===== src/rtl/uart_pkg.sv =====
`default_nettype none
// +------------------------------------------------------------------+
// | Module  : uart_pkg                                                |
// | Brief   : Shared constants and helpers for the configurable UART |
// |           receiver (state encodings, parity modes, divisor floor)|
// | Revision: 1.0 - initial release                                  |
// +------------------------------------------------------------------+
package uart_pkg;

  // 3-bit receiver state encodings
  localparam logic [2:0] c_ST_IDLE       = 3'd0;
  localparam logic [2:0] c_ST_START      = 3'd1;
  localparam logic [2:0] c_ST_DATA       = 3'd2;
  localparam logic [2:0] c_ST_PARITY     = 3'd3;
  localparam logic [2:0] c_ST_STOP       = 3'd4;
  localparam logic [2:0] c_ST_BREAK_WAIT = 3'd5;

  typedef enum logic [2:0] {
    ST_IDLE       = c_ST_IDLE,
    ST_START      = c_ST_START,
    ST_DATA       = c_ST_DATA,
    ST_PARITY     = c_ST_PARITY,
    ST_STOP       = c_ST_STOP,
    ST_BREAK_WAIT = c_ST_BREAK_WAIT
  } rx_state_t;

  // Parity mode, captured once per frame
  localparam logic [1:0] PAR_NONE = 2'd0;
  localparam logic [1:0] PAR_EVEN = 2'd1;
  localparam logic [1:0] PAR_ODD  = 2'd2;

  // Smallest usable bit period; smaller divisors are raised to this
  localparam int MIN_CLKS_PER_BIT = 4;

  // Parity check: even mode flags XOR(data) != bit, odd mode flags XOR(data) == bit
  function automatic logic parity_error(input logic [1:0] mode,
                                        input logic       data_xor,
                                        input logic       par_bit);
    logic v_err;
    v_err = 1'b0;
    case (mode)
      PAR_EVEN: v_err = data_xor ^ par_bit;
      PAR_ODD:  v_err = ~(data_xor ^ par_bit);
      default:  v_err = 1'b0;
    endcase
    return v_err;
  endfunction

  // 2-of-3 majority
  function automatic logic majority3(input logic a, input logic b, input logic c);
    return (a & b) | (a & c) | (b & c);
  endfunction

endpackage
`default_nettype wire


===== src/rtl/uart_rx_sampler.sv =====
`default_nettype none
// +------------------------------------------------------------------+
// | Module  : uart_rx_sampler                                         |
// | Brief   : Two-flop synchroniser for the serial line plus the bit  |
// |           decision value. With UART_RX_MAJORITY_EN defined the    |
// |           bit is a 2-of-3 vote over the last three synced samples;|
// |           otherwise it is the synced line itself.                 |
// | Revision: 1.0 - initial release                                  |
// +------------------------------------------------------------------+
module uart_rx_sampler
  import uart_pkg::*;
(
  input  logic i_Clock,
  input  logic i_Reset,
  input  logic i_Rx_Serial,
  output logic o_Rx_Sync,
  output logic o_Rx_Bit
);

  logic r_sync1;
  logic r_sync2;

  // Metastability guard; both stages idle high so reset never looks like a start bit
  always_ff @(posedge i_Clock) begin
    if (i_Reset) begin
      r_sync1 <= 1'b1;
      r_sync2 <= 1'b1;
    end else begin
      r_sync1 <= i_Rx_Serial;
      r_sync2 <= r_sync1;
    end
  end

  assign o_Rx_Sync = r_sync2;

`ifdef UART_RX_MAJORITY_EN
  logic [1:0] r_hist;

  // Keep the two previous synced samples so the vote spans S-1, S, S+1
  always_ff @(posedge i_Clock) begin
    if (i_Reset) begin
      r_hist <= 2'b11;
    end else begin
      r_hist <= {r_hist[0], r_sync2};
    end
  end

  assign o_Rx_Bit = majority3(r_sync2, r_hist[0], r_hist[1]);
`else
  assign o_Rx_Bit = r_sync2;
`endif

endmodule
`default_nettype wire


===== src/rtl/uart_rx_cfg.sv =====
`default_nettype none
// +------------------------------------------------------------------+
// | Module  : uart_rx_cfg                                             |
// | Brief   : Runtime-configurable UART receiver: DATA_BITS data,     |
// |           optional even/odd parity, STOP_BITS stop bits, runtime  |
// |           baud divisor, parity/framing error and break detection. |
// |           Define UART_RX_MAJORITY_EN for 3-sample majority voting |
// |           (DV then arrives one cycle later).                      |
// | Revision: 1.0 - initial release                                  |
// +------------------------------------------------------------------+
module uart_rx_cfg
  import uart_pkg::*;
#(
  parameter int DATA_BITS = 8,
  parameter int CNT_W     = 16,
  parameter int STOP_BITS = 1
) (
  input  logic                 i_Clock,
  input  logic                 i_Reset,
  input  logic                 i_Rx_Serial,
  input  logic [CNT_W-1:0]     i_Clks_Per_Bit,
  input  logic                 i_Parity_En,
  input  logic                 i_Parity_Odd,
  output logic                 o_Rx_DV,
  output logic [DATA_BITS-1:0] o_Rx_Byte,
  output logic                 o_Parity_Error,
  output logic                 o_Frame_Error,
  output logic                 o_Break
);

  localparam int               c_IDX_W   = 4;
  localparam logic [CNT_W-1:0] c_ONE     = CNT_W'(1);
  localparam logic [CNT_W-1:0] c_MIN_DIV = CNT_W'(MIN_CLKS_PER_BIT);
`ifdef UART_RX_MAJORITY_EN
  // The vote needs the S+1 sample, so every decision moves one clock later
  localparam logic [CNT_W-1:0] c_VOTE_DLY = CNT_W'(1);
`else
  localparam logic [CNT_W-1:0] c_VOTE_DLY = CNT_W'(0);
`endif

  logic w_sync;
  logic w_bit;

  uart_rx_sampler u_sampler (
    .i_Clock     (i_Clock),
    .i_Reset     (i_Reset),
    .i_Rx_Serial (i_Rx_Serial),
    .o_Rx_Sync   (w_sync),
    .o_Rx_Bit    (w_bit)
  );

  rx_state_t            r_state,     w_state_next;
  logic [CNT_W-1:0]     r_count,     w_count_next;
  logic [CNT_W-1:0]     r_div,       w_div_next;
  logic [1:0]           r_par_mode,  w_par_mode_next;
  logic [c_IDX_W-1:0]   r_bit_idx,   w_bit_idx_next;
  logic                 r_stop_idx,  w_stop_idx_next;
  logic [DATA_BITS-1:0] r_shift,     w_shift_next;
  logic                 r_zero,      w_zero_next;
  logic                 r_perr_acc,  w_perr_acc_next;
  logic                 r_ferr_acc,  w_ferr_acc_next;
  logic                 r_brk_acc,   w_brk_acc_next;
  logic                 r_dv,        w_dv_next;
  logic [DATA_BITS-1:0] r_byte,      w_byte_next;
  logic                 r_perr,      w_perr_next;
  logic                 r_ferr,      w_ferr_next;
  logic                 r_brk,       w_brk_next;

  logic [CNT_W-1:0] w_clamped_div;
  logic [CNT_W-1:0] w_start_pt;
  logic             w_bit_end;
  logic             w_last_bit;
  logic             w_last_stop;
  logic             w_stop_ferr;
  logic             w_stop_brk;
  logic [1:0]       w_cfg_par_mode;

  assign w_clamped_div  = (i_Clks_Per_Bit < c_MIN_DIV) ? c_MIN_DIV : i_Clks_Per_Bit;
  assign w_cfg_par_mode = !i_Parity_En ? PAR_NONE : (i_Parity_Odd ? PAR_ODD : PAR_EVEN);
  assign w_start_pt     = ((r_div - c_ONE) >> 1) + c_VOTE_DLY;
  assign w_bit_end      = (r_count == (r_div - c_ONE));
  assign w_last_bit     = (r_bit_idx == c_IDX_W'(DATA_BITS - 1));
  assign w_last_stop    = (r_stop_idx == 1'(STOP_BITS - 1));
  // A low stop bit is a framing error; a break is judged on the first stop bit only
  assign w_stop_ferr    = r_ferr_acc | ~w_bit;
  assign w_stop_brk     = (r_stop_idx == 1'b0) ? (r_zero & ~w_bit) : r_brk_acc;

  // Next-state and datapath decisions for the receive FSM
  always_comb begin
    w_state_next    = r_state;
    w_count_next    = r_count + c_ONE;
    w_div_next      = r_div;
    w_par_mode_next = r_par_mode;
    w_bit_idx_next  = r_bit_idx;
    w_stop_idx_next = r_stop_idx;
    w_shift_next    = r_shift;
    w_zero_next     = r_zero;
    w_perr_acc_next = r_perr_acc;
    w_ferr_acc_next = r_ferr_acc;
    w_brk_acc_next  = r_brk_acc;
    w_dv_next       = 1'b0;
    w_byte_next     = r_byte;
    w_perr_next     = r_perr;
    w_ferr_next     = r_ferr;
    w_brk_next      = r_brk;

    case (r_state)
      ST_IDLE: begin
        w_count_next = '0;
        if (!w_sync) begin
          w_state_next    = ST_START;
          w_div_next      = w_clamped_div;
          w_par_mode_next = w_cfg_par_mode;
        end
      end
      ST_START: begin
        if (r_count == w_start_pt) begin
          w_count_next = '0;
          if (!w_bit) begin
            w_state_next    = ST_DATA;
            w_bit_idx_next  = '0;
            w_stop_idx_next = 1'b0;
            w_zero_next     = 1'b1;
            w_perr_acc_next = 1'b0;
            w_ferr_acc_next = 1'b0;
            w_brk_acc_next  = 1'b0;
          end else begin
            w_state_next = ST_IDLE;
          end
        end
      end
      ST_DATA: begin
        if (w_bit_end) begin
          w_count_next = '0;
          w_shift_next = {w_bit, r_shift[DATA_BITS-1:1]};
          if (w_bit) w_zero_next = 1'b0;
          if (w_last_bit) begin
            w_state_next = (r_par_mode != PAR_NONE) ? ST_PARITY : ST_STOP;
          end else begin
            w_bit_idx_next = r_bit_idx + 1'b1;
          end
        end
      end
      ST_PARITY: begin
        if (w_bit_end) begin
          w_count_next    = '0;
          w_perr_acc_next = parity_error(r_par_mode, ^r_shift, w_bit);
          if (w_bit) w_zero_next = 1'b0;
          w_state_next    = ST_STOP;
        end
      end
      ST_STOP: begin
        if (w_bit_end) begin
          w_count_next    = '0;
          w_ferr_acc_next = w_stop_ferr;
          w_brk_acc_next  = w_stop_brk;
          if (w_last_stop) begin
            w_dv_next    = 1'b1;
            w_byte_next  = r_shift;
            w_perr_next  = r_perr_acc;
            w_ferr_next  = w_stop_ferr | w_stop_brk;
            w_brk_next   = w_stop_brk;
            w_state_next = w_stop_brk ? ST_BREAK_WAIT : ST_IDLE;
          end else begin
            w_stop_idx_next = r_stop_idx + 1'b1;
          end
        end
      end
      ST_BREAK_WAIT: begin
        w_count_next = '0;
        if (w_sync) w_state_next = ST_IDLE;
      end
      default: begin
        w_count_next = '0;
        w_state_next = ST_IDLE;
      end
    endcase
  end

  // State, counters and output registers; reset drops any partial frame
  always_ff @(posedge i_Clock) begin
    if (i_Reset) begin
      r_state    <= ST_IDLE;
      r_count    <= '0;
      r_div      <= c_MIN_DIV;
      r_par_mode <= PAR_NONE;
      r_bit_idx  <= '0;
      r_stop_idx <= 1'b0;
      r_shift    <= '0;
      r_zero     <= 1'b0;
      r_perr_acc <= 1'b0;
      r_ferr_acc <= 1'b0;
      r_brk_acc  <= 1'b0;
      r_dv       <= 1'b0;
      r_byte     <= '0;
      r_perr     <= 1'b0;
      r_ferr     <= 1'b0;
      r_brk      <= 1'b0;
    end else begin
      r_state    <= w_state_next;
      r_count    <= w_count_next;
      r_div      <= w_div_next;
      r_par_mode <= w_par_mode_next;
      r_bit_idx  <= w_bit_idx_next;
      r_stop_idx <= w_stop_idx_next;
      r_shift    <= w_shift_next;
      r_zero     <= w_zero_next;
      r_perr_acc <= w_perr_acc_next;
      r_ferr_acc <= w_ferr_acc_next;
      r_brk_acc  <= w_brk_acc_next;
      r_dv       <= w_dv_next;
      r_byte     <= w_byte_next;
      r_perr     <= w_perr_next;
      r_ferr     <= w_ferr_next;
      r_brk      <= w_brk_next;
    end
  end

  assign o_Rx_DV        = r_dv;
  assign o_Rx_Byte      = r_byte;
  assign o_Parity_Error = r_perr;
  assign o_Frame_Error  = r_ferr;
  assign o_Break        = r_brk;

endmodule
`default_nettype wire


===== config.mk =====
export PLATFORM = sky130hd
export DESIGN_NAME = uart_rx_cfg
export DESIGN_NICKNAME = d
export VERILOG_FILES = /design/src/rtl/uart_pkg.sv /design/src/rtl/uart_rx_sampler.sv /design/src/rtl/uart_rx_cfg.sv
export SDC_FILE = /design/constraint.sdc
export NUM_CORES = 1
export LEC_CHECK = 0
export BUFFER_PORTS_ARGS = -buffer_cell sky130_fd_sc_hd__clkbuf_2
export CAP_MARGIN = 20
export CORE_UTILIZATION = 60
export DETAILED_ROUTE_END_ITERATION = 16
export PLACE_DENSITY = 0.84
export SKIP_CTS_REPAIR_TIMING = 1
export SYNTH_ARGS = -nofsm -noshare
export SYNTH_HDL_FRONTEND = slang
export SYNTH_SLANG_ARGS = --single-unit

===== constraint.sdc =====
create_clock -name i_Clock -period 3.4 [get_ports i_Clock]
set_input_delay 0.68 -clock i_Clock [delete_from_list [all_inputs] [get_ports i_Clock]]
set_output_delay 0.68 -clock i_Clock [all_outputs]
set_load 0.1 [all_outputs]

# Word level (Yosys, flattened, before mapping)
# Index checks and enable logic that the tools add are counted.
[totals]
inputBits = 21
output_inout_bits = 12
wordCells = 114
register_bits = 68
[classes]
order_cmp = 1
n_mux = 42
add_sub_neg = 4
bitwise = 9
eq_ne = 22
reduce_logical = 18
[ops]
columns = ["cell", "n"]
rows = [
  ["$mux 16", 3],
  ["$pmux 16 s2", 1],
  ["$mux 3", 10],
  ["$ne 2x2->1 const B", 9],
  ["$pmux 3 s6", 1],
  ["$add 16x1->16 const B", 1],
  ["$eq 16x15->1", 1],
  ["$eq 16x16->1", 1],
  ["$lt 16x3->1 const B", 1],
  ["$mux 4", 4],
  ["$sub 16x1->16 const B", 1],
  ["$mux 1", 13],
  ["$pmux 1 s2", 6],
  ["$reduce_and 5->1", 2],
  ["$reduce_bool 2->1", 5],
  ["$pmux 4 s2", 1],
  ["$reduce_and 4->1", 2],
  ["$reduce_and 8->1", 1],
  ["$reduce_xor 8->1", 1],
  ["$eq 3x2->1 const B", 2],
  ["$eq 3x3->1 const B", 2],
  ["$mux 2", 3],
  ["$ne 2x1->1 const B", 3],
  ["$reduce_or 3->1", 2],
  ["other kinds (14)", 20],
]

# Longest topological paths before layout
# Gate-level depths: netlist of the first run.
[depth]
word_depth = 7
mapped_depth = 14
depth_no_buf = 11

# Cells and area by module
# A second synthesis of the first run with hierarchy kept.
[unflattened]
hier_cells = 522
hier_area_um2 = 4010.1
[modules_own_cells]
columns = ["mod", "area_each_um2", "n_inst", "cells_per_inst"]
rows = [
  ["uart_rx_cfg", 3950.0, 1, 517],
  ["uart_rx_sampler", 60.1, 1, 5],
]

# Worst setup path before layout of the first run
# Ideal clock, no wire load.
[synth_timing]
path_type = "reg2reg"
start = "register r_div[0]"
end = "register r_byte[0] (netlist: o_Rx_Byte[0])"
path_slack_ns = 0.378
required_time_ns = 3.272
arrival_ns = 2.894
setup_time_ns = 0.128
path_buffers = 3
stages_incl_launch_ff = 15
synth_period_minus_slack_ns = 3.022
cell_sequence = "dfxtp_1 -> inv_1 -> ha_1 -> nor3b_2 -> and3_1 -> buf_4 -> nand3b_2 -> a211o_1 -> nor4b_2 -> nand4b_1 -> or2_1 -> buf_2 -> buf_6 -> mux2i_1 -> nor2_1"
[synth_between]
elab_chain_cells = 3
[synth_lines]
columns = ["item", "line_no", "rtl"]
rows = [
  ["from (decl)", "uart_rx_cfg.sv:54", "logic [CNT_W-1:0] r_div, w_div_next;"],
  ["from (signal assigned)", "uart_rx_cfg.sv:185", "r_div <= c_MIN_DIV;"],
  ["from (signal assigned)", "uart_rx_cfg.sv:202", "r_div <= w_div_next;"],
  ["$sub 16x1->16", "uart_rx_cfg.sv:81", "assign w_bit_end = (r_count == (r_div - c_ONE));"],
  ["$eq 16x16->1", "uart_rx_cfg.sv:81", ""],
  ["$reduce_and 3->1 (no line)", "--", ""],
  ["to (signal assigned)", "uart_rx_cfg.sv:212", "r_byte <= w_byte_next;"],
  ["to (decl)", "uart_rx_cfg.sv:64", "logic [DATA_BITS-1:0] r_byte, w_byte_next;"],
]
# Every way passes these cells.
# A chain may end at the register's enable or synchronous reset.

# Worst setup path in the final report of the first run
[layout_timing]
start = "register r_div[1]"
end = "register r_count[15]"
[layout_between]
elab_chain_cells = 4
elab_cells_between_ends = 6
cone_classes = "1 x add/sub; 2 x eq/ne; 3 x mux"
[layout_lines]
columns = ["item", "line_no", "rtl"]
rows = [
  ["$sub 16x1->16 *", "uart_rx_cfg.sv:80, uart_rx_cfg.sv:81", ""],
  ["$eq 16x16->1 or $eq 16x15->1 (tied branches)", "uart_rx_cfg.sv:81, uart_rx_cfg.sv:117", ""],
  ["$mux 16, on equally long branches", "--", ""],
  ["$pmux 16 s2 *", "uart_rx_cfg.sv:107", "case (r_state)"],
  ["to (signal assigned)", "uart_rx_cfg.sv:201", "r_count <= w_count_next;"],
  ["to (decl)", "uart_rx_cfg.sv:53", "logic [CNT_W-1:0] r_count, w_count_next;"],
]
# Mark *: on every way between the ends. The rest lies on a longest branch, timed or not.

==> tab_implementation.tex, run 1 <==
\begin{tabular}{lr}
\hline
Metric & Value \\
\hline
\multicolumn{2}{l}{\textbf{Critical path}} \\
Kind of cell with the highest combined delay on the critical path & simple AND/OR/NAND/NOR gates \\
Buf+Inv Stages, Crit Path & 3 \\
Type of the worst setup path & reg2reg \\
Endpoint required time on the critical path & between 3 and 4 ns \\
Crit path max fanout & 16 \\
Kind of end point of the critical path & flip-flop \\
Worst path slowest cell & sky130\_fd\_sc\_hd\_\_or4\_1 \\
Cell-by-cell listing of the critical path & inv\_1 > ha\_1 > nor3b\_2 > buf\_4 > nand4\_1 > o311ai\_0 > or4\_1 > nor4\_2 > a311oi\_2 > a21oi\_2 > or2\_1 > buf\_12 > nor2\_1 \\
Max incr delay on CP & about 0.57 ns \\
Crit path arrival time & between 3 and 4 ns \\
Worst Setup Start Kind & flip-flop \\
\multicolumn{2}{l}{\textbf{Placed design}} \\
Dpl cells & 586 \\
Post-detailed-placement half-perimeter wirelength & between 6000 and 7000 microns \\
Port-buffer cells & 32 \\
Final weighted congestion in routability-driven placement & between 0.9 and 1 \\
\multicolumn{2}{l}{\textbf{Pwr}} \\
Highest ir drop seen on vdd & $\sim$0.00036 V \\
Net switching share of the total power & 0.3524 \\
Cell internal pwr & 1327 uW \\
Clock network fraction of design power & 0.304 \\
Sequential power share & 0.424 \\
Static leakage power & roughly 0.0018 uW \\
Power density cells & approximately 460 nW/um\^{}2 \\
P\_sw & around 720 uW \\
Combinational share of power & 0.272 \\
\multicolumn{2}{l}{\textbf{Synth}} \\
Number of flops mapped to enable cells by yosys & 0 \\
Mapped Nets & between 500 and 600 \\
Synth warn & 0 \\
Synth unique cells & 65 \\
Mux share of post-synthesis cell area & 0.05535 \\
Largest family of logic cells by synthesized area & simple AND/OR/NAND/NOR gates \\
Post-synth top area share & 0.3302 \\
Synthesized flop and latch total & 66 \\
Mapped Cells & 496 \\
Synthesized area & approximately 4000 sq um \\
Most area-hungry cell type in the Yosys netlist & sky130\_fd\_sc\_hd\_\_dfxtp\_1 \\
Leading cell types by total area after synthesis & sky130\_fd\_sc\_hd\_\_dfxtp\_1 (33\%), sky130\_fd\_sc\_hd\_\_xnor2\_1 (9.4\%), sky130\_fd\_sc\_hd\_\_nor2\_1 (6.0\%) \\
Post-synthesis share of cell area spent on full adders, half adders and majority gates & 0.009381 \\
Mean Syn Cell Area & roughly 8.1 sq um \\
Post-synthesis async set-or-reset flop share & 0 \\
Compound-Gate Fraction of Synth Area & 0.1235 \\
Area fraction in and, or, nand and nor cells after synthesis & 0.2758 \\
Seq/Total Area, Yosys & 0.3302 \\
Top FF cell, synth & sky130\_fd\_sc\_hd\_\_dfxtp\_1 \\
Xor and xnor fraction of the mapped netlist area & 0.1482 \\
\multicolumn{2}{l}{\textbf{Timing}} \\
Worst slew margin relative to its limit & 0.3360 \\
Max Slew Vio Count & 0 \\
Maximum clock frequency & 0.3102 GHz \\
Total count of hold-check failures in the final report & 0 \\
Post-route clock period utilization & 0.9481 \\
Clock skew after layout & 0.01411 ns \\
Final count of negative-setup-slack endpoints & 0 \\
Setup repair after global routing missed its margin & true \\
Time the worst path needs with I/O delays and setup & $\sim$3.2 ns \\
Total negative slack & 0 ns \\
Least-Margin Pin Slew & $\sim$1 ns \\
\multicolumn{2}{l}{\textbf{Global route}} \\
GR Overflow Total & 0 \\
Maximum number of pins on one net before global-route repair & between 50 and 60 \\
Wire length of the first global-routing pass & roughly 16000 microns \\
Initial antenna violation count & 0 \\
Number of global-route vias before repair & $\sim$3300 \\
GRT Resource Usage Total & 0.2785 \\
\multicolumn{2}{l}{\textbf{Finish}} \\
Commonest cells after routing, fill and taps aside & sky130\_fd\_sc\_hd\_\_dfxtp\_1 (65), sky130\_fd\_sc\_hd\_\_nor2\_1 (64), sky130\_fd\_sc\_hd\_\_nand2\_1 (52) \\
Antenna diode instance count & 0 \\
Area occupied by multi-input gates & approximately 2500 sq um \\
Net total in the final layout & $\sim$540 \\
Share of the core filled with cells & 0.6969 \\
Commonest non-fill, non-tap cell in the layout & sky130\_fd\_sc\_hd\_\_dfxtp\_1 \\
Share of final-layout standard cells stronger than drive strength 1 & 0.1581 \\
Sequential cell area & between 1000 and 1500 sq um \\
Number of cells in the finished layout apart from fillers & between 600 and 700 \\
Area growth syn-to-layout & 11.23\% \\
Filler Cell Count & between 500 and 600 \\
\multicolumn{2}{l}{\textbf{Run status}} \\
Run status & completed \\
\multicolumn{2}{l}{\textbf{Clock network}} \\
TritonCTS clock tree & built \\
Number of buffers on the longest clock path & 2 \\
Sinks on Clock Net & 66 \\
Worst-Skew Late Latency & approximately 0.35 ns \\
Count of H-tree levels built during CTS & 3 \\
Clk Tree Root Cell & sky130\_fd\_sc\_hd\_\_clkbuf\_8 \\
Register clock-pin slew on the reported worst setup and hold paths & roughly 0.080 ns \\
TritonCTS Buffers & 9 \\
\multicolumn{2}{l}{\textbf{Floorplanning}} \\
CORE AREA & $\sim$6400 sq um \\
Starting density of the core & 0.6266 \\
Count of pins on the block boundary & 33 \\
Width of the chip & 83.67 microns \\
Die Ht & around 84 microns \\
Count of standard-cell rows & 29 \\
Die footprint & 7000 sq um \\
\multicolumn{2}{l}{\textbf{Route}} \\
Detailed router's first-iteration violation count & a little under 300 \\
Vias per Instance & roughly 5.8 \\
Number of search-and-repair iterations in the first detailed-routing pass & 6 \\
Final WL & 9169 microns \\
Vias & $\sim$3500 \\
Antenna viol nets, final & 0 \\
Average routed wire per standard cell & between 15 and 20 microns \\
DRC violations left & 0 \\
\multicolumn{2}{l}{\textbf{Hold path}} \\
Hold crit path type & reg2reg \\
\multicolumn{2}{l}{\textbf{Run}} \\
Max-cap check violation count & 0 \\
\hline
\end{tabular}
-- worst register-to-register path: cells and delay by family, from the launching register on --
family | cells | cell delay [ns]
flip-flops | 1 | 0.44
buffers and inverters | 3 | 0.41
AND/OR/NAND/NOR | 6 | 1.47
adder cells (fa/ha/maj) | 1 | 0.19
AO/OA/AOI/OAI | 3 | 0.58
-- logic make-up after synthesis --
| logic type | Yosys count |
|---|---|
| AOI/OAI and AO/OA | 73 |
| xor gates and xnor gates | 66 |
| adders and majority gates | 3 |
| buffers and inverters | 51 |
| DFF | 66 |
| muxes | 22 |
| and+or+nand+nor | 215 |
-- power by group through the flow --
stage / Sequential, uW / Clock, uW / Combinational [uW]
after detailed placement: 883 / 0 / 542
final: 868 / 623 / 558
after global placement: 882 / 0 / 536
after floorplan: 844 / 0 / 451
after CTS: 866 / 634 / 545
after global routing: 875 / 663 / 617
-- area by class of cell --
type                            count  area share
Clock inverter                      7     0.01378
Timing Repair Buffer               50     0.07197
Inverter                           14     0.01181
Tap cell                           77     0.02165
Clock buffer                        9     0.02783
Sequential cell                    66      0.2972
Multi-Input combinational cell    379      0.5558
-- synth_stat cells (8+ instances only) --
| cell type | instances |
|---|---|
| sky130_fd_sc_hd__xor2_1 | 22 |
| sky130_fd_sc_hd__mux2i_1 | 21 |
| sky130_fd_sc_hd__inv_1 | 14 |
| sky130_fd_sc_hd__nand3_1 | 20 |
| sky130_fd_sc_hd__dfxtp_1 | 66 |
| sky130_fd_sc_hd__a21oi_1 | 29 |
| sky130_fd_sc_hd__nor3_1 | 13 |
| sky130_fd_sc_hd__xnor2_1 | 43 |
| sky130_fd_sc_hd__nor2_1 | 64 |
| sky130_fd_sc_hd__nand4_1 | 8 |
| sky130_fd_sc_hd__clkbuf_1 | 24 |
| sky130_fd_sc_hd__nand2_1 | 52 |
-- path summary, 6_finish.rpt --
kind / from / endpoint / slack [ns] / cells after the start
worst max-delay path: r_div[1] / r_count[15] / 0.18 / 13
worst min-delay path: u_sampler.r_sync1 / u_sampler.o_Rx_Bit / 0.44 / 1
worst max register to register: r_div[1] / r_count[15] / 0.18 / 13
worst min register to register: u_sampler.r_sync1 / u_sampler.o_Rx_Bit / 0.44 / 1
-- state kept, by name (all words and copies together) (netlist names) --
register and flops:
r_count 16, r_div 16, o_Rx_Byte 8, r_shift 8, r_bit_idx 4, r_state 3, r_par_mode 2, o_Break 1
o_Frame_Error 1, o_Parity_Error 1, o_Rx_DV 1, r_ferr_acc 1, r_perr_acc 1, r_zero 1, u_sampler.o_Rx_Bit 1, u_sampler.r_sync1 1
-- through the flow --
stage               total power (uW)  hold WS [ns]  cell area [sq um]  worst slack, ns
detailed placement              1425        0.4166               4247           0.1247
finish                          2050        0.4427               4451           0.1765
global placement                1418        0.3933               4247           0.2034
CTS                             2044        0.4450               4432           0.1155
floorplan                       1295        0.3895               4001           0.3782
global route                    2155        0.4476               4451         -0.01173
-- routing by layer --
metal / up-vias / GRT usage / routed length (microns)
met1: 1626 / 0.3900 / 4632
met3: 15 / 0.06924 / 458
met2: 81 / 0.4220 / 3927
met4: 0 / 0.08475 / 150
li1: 1762 / - / -
met5: - / 0 / 0
Note: power is estimated with default switching activity, not from simulation.
==> run 2: changes to the inputs <==
Settings changed: CORE_UTILIZATION 60 to 62, CTS_BUF_LIST from default to sky130_fd_sc_hd__clkbuf_2 sky130_fd_sc_hd__clkbuf_4 sky130_fd_sc_hd__clkbuf_8, PLACE_DENSITY 0.84 to 0.86.
==> tab_implementation.tex, run 2 (same netlist as run 1, synthesis figures left out) <==
\begin{tabular}{lr}
\hline
Metric & Value \\
\hline
\multicolumn{2}{l}{\textbf{Run status}} \\
Run status & completed \\
\multicolumn{2}{l}{\textbf{Floorplanning}} \\
Count of standard-cell rows & 28 \\
Die Ht & 82.34 microns \\
Width of the chip & around 82 microns \\
Starting density of the core & 0.6602 \\
Die footprint & 6779 sq um \\
Count of pins on the block boundary & 33 \\
CORE AREA & 6061 sq um \\
\multicolumn{2}{l}{\textbf{Route}} \\
Antenna viol nets, final & 0 \\
Number of search-and-repair iterations in the first detailed-routing pass & 7 \\
Detailed router's first-iteration violation count & about 320 \\
Vias & $\sim$3700 \\
Vias per Instance & 6.043 \\
Final WL & 9836 microns \\
Average routed wire per standard cell & around 16 microns \\
DRC violations left & 0 \\
\multicolumn{2}{l}{\textbf{Critical path}} \\
Crit path max fanout & 8 \\
Worst path slowest cell & sky130\_fd\_sc\_hd\_\_or4\_1 \\
Cell-by-cell listing of the critical path & inv\_1 > ha\_1 > nor3b\_4 > buf\_4 > nand4\_1 > o311ai\_0 > or4\_1 > nor4\_2 > a311oi\_2 > a21oi\_2 > buf\_4 > a21oi\_1 > a311oi\_1 \\
Worst Setup Start Kind & flip-flop \\
Endpoint required time on the critical path & 3.66 ns \\
Max incr delay on CP & 0.59 ns \\
Type of the worst setup path & reg2reg \\
Most prevalent standard cell on the critical path & sky130\_fd\_sc\_hd\_\_buf\_4 \\
Crit path arrival time & about 3.5 ns \\
Kind of end point of the critical path & flip-flop \\
\multicolumn{2}{l}{\textbf{Clock network}} \\
Clk Tree Root Cell & sky130\_fd\_sc\_hd\_\_clkbuf\_8 \\
Number of buffers on the longest clock path & 2 \\
TritonCTS clock tree & built \\
TritonCTS Buffers & 9 \\
Worst-Skew Late Latency & around 0.35 ns \\
Sinks on Clock Net & between 60 and 70 \\
Register clock-pin slew on the reported worst setup and hold paths & around 0.08 ns \\
Count of H-tree levels built during CTS & 3 \\
\multicolumn{2}{l}{\textbf{Finish}} \\
Commonest cells after routing, fill and taps aside & sky130\_fd\_sc\_hd\_\_dfxtp\_1 (66), sky130\_fd\_sc\_hd\_\_nor2\_1 (64), sky130\_fd\_sc\_hd\_\_nand2\_1 (52) \\
Layout Cell Area excl Fill & between 4000 and 5000 sq um \\
Share of final-layout standard cells stronger than drive strength 1 & 0.1585 \\
Commonest non-fill, non-tap cell in the layout & sky130\_fd\_sc\_hd\_\_dfxtp\_1 \\
Area growth syn-to-layout & 12.51\% \\
Biggest registers after layout & r\_count x16, r\_div x16 \\
Filler Cell Count & between 400 and 500 \\
Net total in the final layout & $\sim$550 \\
Antenna diode instance count & 0 \\
Number of cells in the finished layout apart from fillers & $\sim$610 \\
\multicolumn{2}{l}{\textbf{Hold path}} \\
Hold crit path type & reg2reg \\
\multicolumn{2}{l}{\textbf{Timing}} \\
Clock skew after layout & $\sim$0.008 ns \\
Smallest hold slack & around 0.42 ns \\
Total count of hold-check failures in the final report & 0 \\
Least-Margin Pin Slew & roughly 0.64 ns \\
Worst slew margin relative to its limit & 0.5723 \\
Maximum clock frequency & approximately 0.31 GHz \\
Post-route clock period utilization & 0.9448 \\
Final count of negative-setup-slack endpoints & 0 \\
Max Slew Vio Count & 0 \\
Total negative slack & 0 ns \\
Setup repair after global routing missed its margin & false \\
Time the worst path needs with I/O delays and setup & about 3.2 ns \\
\multicolumn{2}{l}{\textbf{Pwr}} \\
Static leakage power & about 0.0018 uW \\
Power density cells & roughly 470 nW/um\^{}2 \\
Highest ir drop seen on vdd & 0.0003293 V \\
\multicolumn{2}{l}{\textbf{Global route}} \\
GR Overflow Total & 0 \\
GRT Resource Usage Total & 0.3102 \\
Maximum number of pins on one net before global-route repair & 30 \\
Number of global-route vias before repair & around 3300 \\
Wire length of the first global-routing pass & 15590 microns \\
Initial antenna violation count & 0 \\
\multicolumn{2}{l}{\textbf{Run}} \\
Max-cap check violation count & 0 \\
\multicolumn{2}{l}{\textbf{Placed design}} \\
Port-buffer cells & 32 \\
Final weighted congestion in routability-driven placement & 0.9853 \\
Placement-stage cell area & about 4300 sq um \\
Post-detailed-placement half-perimeter wirelength & $\sim$7200 microns \\
Dpl cells & approximately 590 \\
\hline
\end{tabular}
## run 2: critical path: cells and delay by family (launching register included)
family	cells	cell delay (ns)
and+or+nand+nor	4	1.27
AOI/OAI and AO/OA	5	0.84
DFF	1	0.43
buffers and inverters	3	0.40
adders and majority gates	1	0.20
## run 2: where the power goes
part / switching, uW / total [uW] / internal [uW]
registers: 61.0 / 867 / 806
logic: 326 / 585 / 259
clock network: 334 / 677 / 343
total: 720 / 2130 / 1410
## run 2: area by class of cell
cell class	count	area, sq um	share of cell area
clock buffer	9	123.9	0.02752
clock inverter	7	77.57	0.01723
inverter	14	52.55	0.01167
multi-input combinational	379	2462	0.5470
sequential	66	1321	0.2935
tap	75	93.84	0.02084
timing repair buffer	55	370.4	0.08227
## run 2: path summary, 6_finish.rpt
kind,from,end,slack (ns),cells past startpoint
setup / recovery,r_div[1],r_state[1],0.19,13
hold / removal,u_sampler.r_sync1,u_sampler.o_Rx_Bit,0.42,1
setup reg to reg,r_div[1],r_state[1],0.19,13
hold reg to reg,u_sampler.r_sync1,u_sampler.o_Rx_Bit,0.42,1
## run 2: metal layers
metal,vias to the layer above,GRT usage,routed length (microns)
met3,31,0.07033,749
met4,0,0.1298,227
li1,1769,-,-
met1,1702,0.4011,4327
met5,-,0,0
met2,154,0.4950,4532
## run 2: stage by stage
stage	power, uW	utilization	worst slack (ns)
3_3_place_gp	1425	0.7060	0.2123
4_1_cts	2112	0.7393	0.002043
3_5_place_dp	1434	0.7060	0.01441
6_report	2129	0.7428	0.1876
5_1_grt	2229	0.7428	0.03212
2_1_floorplan	1295	-	0.3782
==> run 3: changes to the inputs <==
Settings changed: BUFFER_PORTS_ARGS -buffer_cell sky130_fd_sc_hd__clkbuf_2 to default, CORE_UTILIZATION 62 to 66, DONT_BUFFER_PORTS from default to 1.
==> tab_implementation.tex, run 3 (same netlist as run 1, synthesis figures left out) <==
\begin{tabular}{lr}
\hline
Metric & Value \\
\hline
\multicolumn{2}{l}{\textbf{Run status}} \\
Run status & completed \\
\multicolumn{2}{l}{\textbf{Finish}} \\
Antenna diode instance count & 0 \\
Net total in the final layout & 513 \\
Share of final-layout standard cells stronger than drive strength 1 & 0.09717 \\
Commonest cells after routing, fill and taps aside & sky130\_fd\_sc\_hd\_\_dfxtp\_1 (66), sky130\_fd\_sc\_hd\_\_nor2\_1 (64), sky130\_fd\_sc\_hd\_\_nand2\_1 (52) \\
Area growth syn-to-layout & 7.599\% \\
Commonest non-fill, non-tap cell in the layout & sky130\_fd\_sc\_hd\_\_dfxtp\_1 \\
Biggest registers after layout & r\_count x16, r\_div x16 \\
\multicolumn{2}{l}{\textbf{Critical path}} \\
Kind of end point of the critical path & flip-flop \\
Origin of the critical flop-to-flop path & r\_div[4] \\
Worst Setup Start Kind & flip-flop \\
R2r endpoint & r\_state[0] \\
Worst path slowest cell & sky130\_fd\_sc\_hd\_\_nor4\_4 \\
Type of the worst setup path & reg2reg \\
Cell-by-cell listing of the critical path & nor4\_4 > nand4b\_1 > xor2\_1 > a2111oi\_0 > buf\_4 > a311oi\_2 > a21oi\_2 > nand2\_1 > mux2\_1 \\
Crit path arrival time & approximately 3.4 ns \\
Launch point of the critical path & r\_div[4] \\
Worst setup path endpoint & r\_state[0] \\
Max incr delay on CP & 0.51 ns \\
Crit path max fanout & 14 \\
Number of cells on the worst reg-to-reg path & 9 \\
Internal reg-to-reg setup slack & about 0.25 ns \\
Endpoint required time on the critical path & 3.64 ns \\
\multicolumn{2}{l}{\textbf{Route}} \\
Number of search-and-repair iterations in the first detailed-routing pass & 5 \\
DRC violations left & 0 \\
Final WL & a little over 9000 microns \\
Vias per Instance & 6.053 \\
Average routed wire per standard cell & about 16 microns \\
Detailed router's first-iteration violation count & 246 \\
Vias & between 3000 and 4000 \\
Antenna viol nets, final & 0 \\
\multicolumn{2}{l}{\textbf{Floorplanning}} \\
Starting density of the core & 0.7050 \\
Count of standard-cell rows & 27 \\
Die footprint & about 6400 sq um \\
Width of the chip & approximately 80 microns \\
CORE AREA & 5675 sq um \\
Count of pins on the block boundary & 33 \\
Die Ht & roughly 80 microns \\
\multicolumn{2}{l}{\textbf{Pwr}} \\
Sequential power share & 0.408 \\
Post-layout total power & 2144 uW \\
Cell internal pwr & roughly 1500 uW \\
Power density cells & 498.0 nW/um\^{}2 \\
Net switching share of the total power & 0.3198 \\
P\_sw & just under 700 uW \\
Highest ir drop seen on vdd & between 0.0004 and 0.0005 V \\
Clock network fraction of design power & 0.347 \\
Combinational share of power & 0.244 \\
Static leakage power & 0.001646 uW \\
\multicolumn{2}{l}{\textbf{Global route}} \\
Number of global-route vias before repair & 3176 \\
Wire length of the first global-routing pass & between 10000 and 15000 microns \\
GRT Resource Usage Total & 0.3042 \\
Initial antenna violation count & 0 \\
Maximum number of pins on one net before global-route repair & 54 \\
GR Overflow Total & 0 \\
\multicolumn{2}{l}{\textbf{Run}} \\
Max-cap check violation count & 0 \\
\multicolumn{2}{l}{\textbf{Timing}} \\
Worst slew margin relative to its limit & 0.3350 \\
Total count of hold-check failures in the final report & 0 \\
Least-Margin Pin Slew & around 1.0 ns \\
Final count of negative-setup-slack endpoints & 0 \\
Max Slew Vio Count & 0 \\
Total negative slack & 0 ns \\
Clock skew after layout & just under 0.008 ns \\
Setup repair after global routing missed its margin & false \\
Post-route clock period utilization & 0.9276 \\
Time the worst path needs with I/O delays and setup & around 3.2 ns \\
Maximum clock frequency & 0.3171 GHz \\
\multicolumn{2}{l}{\textbf{Clock network}} \\
Register clock-pin slew on the reported worst setup and hold paths & $\sim$0.08 ns \\
TritonCTS Buffers & 9 \\
Count of H-tree levels built during CTS & 3 \\
Worst-Skew Late Latency & between 0.3 and 0.4 ns \\
Sinks on Clock Net & between 60 and 70 \\
Number of buffers on the longest clock path & 2 \\
Clk Tree Root Cell & sky130\_fd\_sc\_hd\_\_clkbuf\_8 \\
TritonCTS clock tree & built \\
\multicolumn{2}{l}{\textbf{Placed design}} \\
Final weighted congestion in routability-driven placement & 0.9955 \\
Port-buffer cells & 0 \\
Post-detailed-placement half-perimeter wirelength & between 6000 and 7000 microns \\
\multicolumn{2}{l}{\textbf{Hold path}} \\
Hold crit path type & in2reg \\
\hline
\end{tabular}
run 3: cell type report:
cell class	count	area, sq um
fill	430	1370
tap	72	90.09
clock buffer	9	123.9
timing repair buffer	19	155.1
sequential	66	1321
inverter	14	52.55
multi-input combinational	379	2462
clock inverter	7	100.1
run 3: worst min-delay path by stage:
stage          cells past startpoint  slack (ns)         startpoint            endpoint
2_1_floorplan                      1        0.39  u_sampler.r_sync1  u_sampler.o_Rx_Bit
4_1_cts                            1        0.38            i_Reset            r_div[5]
6_report                           1        0.39            i_Reset        o_Rx_Byte[1]
5_1_grt                            1        0.38            i_Reset            r_div[5]
3_5_place_dp                       1        0.40  u_sampler.r_sync1  u_sampler.o_Rx_Bit
3_3_place_gp                       1        0.40  u_sampler.r_sync1  u_sampler.o_Rx_Bit
run 3: worst max-delay path, delay by kind of cell (launching register included):
kind / cells / cell delay (ns)
xor+xnor: 1 / 0.27
simple gates: 3 / 0.97
compound gates: 3 / 0.84
buf+inv: 1 / 0.19
mux: 1 / 0.31
flops: 1 / 0.47
run 3: per-layer routing:
layer,track usage,vias up,part of all wire
li1,-,1693,-
met5,0,-,0
met3,0.08457,27,0.068
met4,0.1321,0,0.026
met1,0.3818,1582,0.45
met2,0.4855,124,0.45
run 3: through the flow:
stage	setup slack (ns)	instances	util	cell area, sq um	hold slack [ns]
after floorplan	0.3782	496	-	4001	0.3895
after global placement	0.2507	550	0.7180	4075	0.3962
after detailed placement	0.1788	550	0.7180	4075	0.3993
after CTS	0.1569	566	0.7575	4299	0.3808
after global routing	0.009856	566	0.7586	4305	0.3804
final	0.2462	566	0.7586	4305	0.3918
run 3: power groups by stage:
stage                     clock network [uW]  registers (uW)  logic, uW
final                                    745             876        523
after floorplan                            0             844        451
after global placement                     0             889        499
after detailed placement                   0             891        505
after global routing                     783             883        572
after CTS                                753             873        511
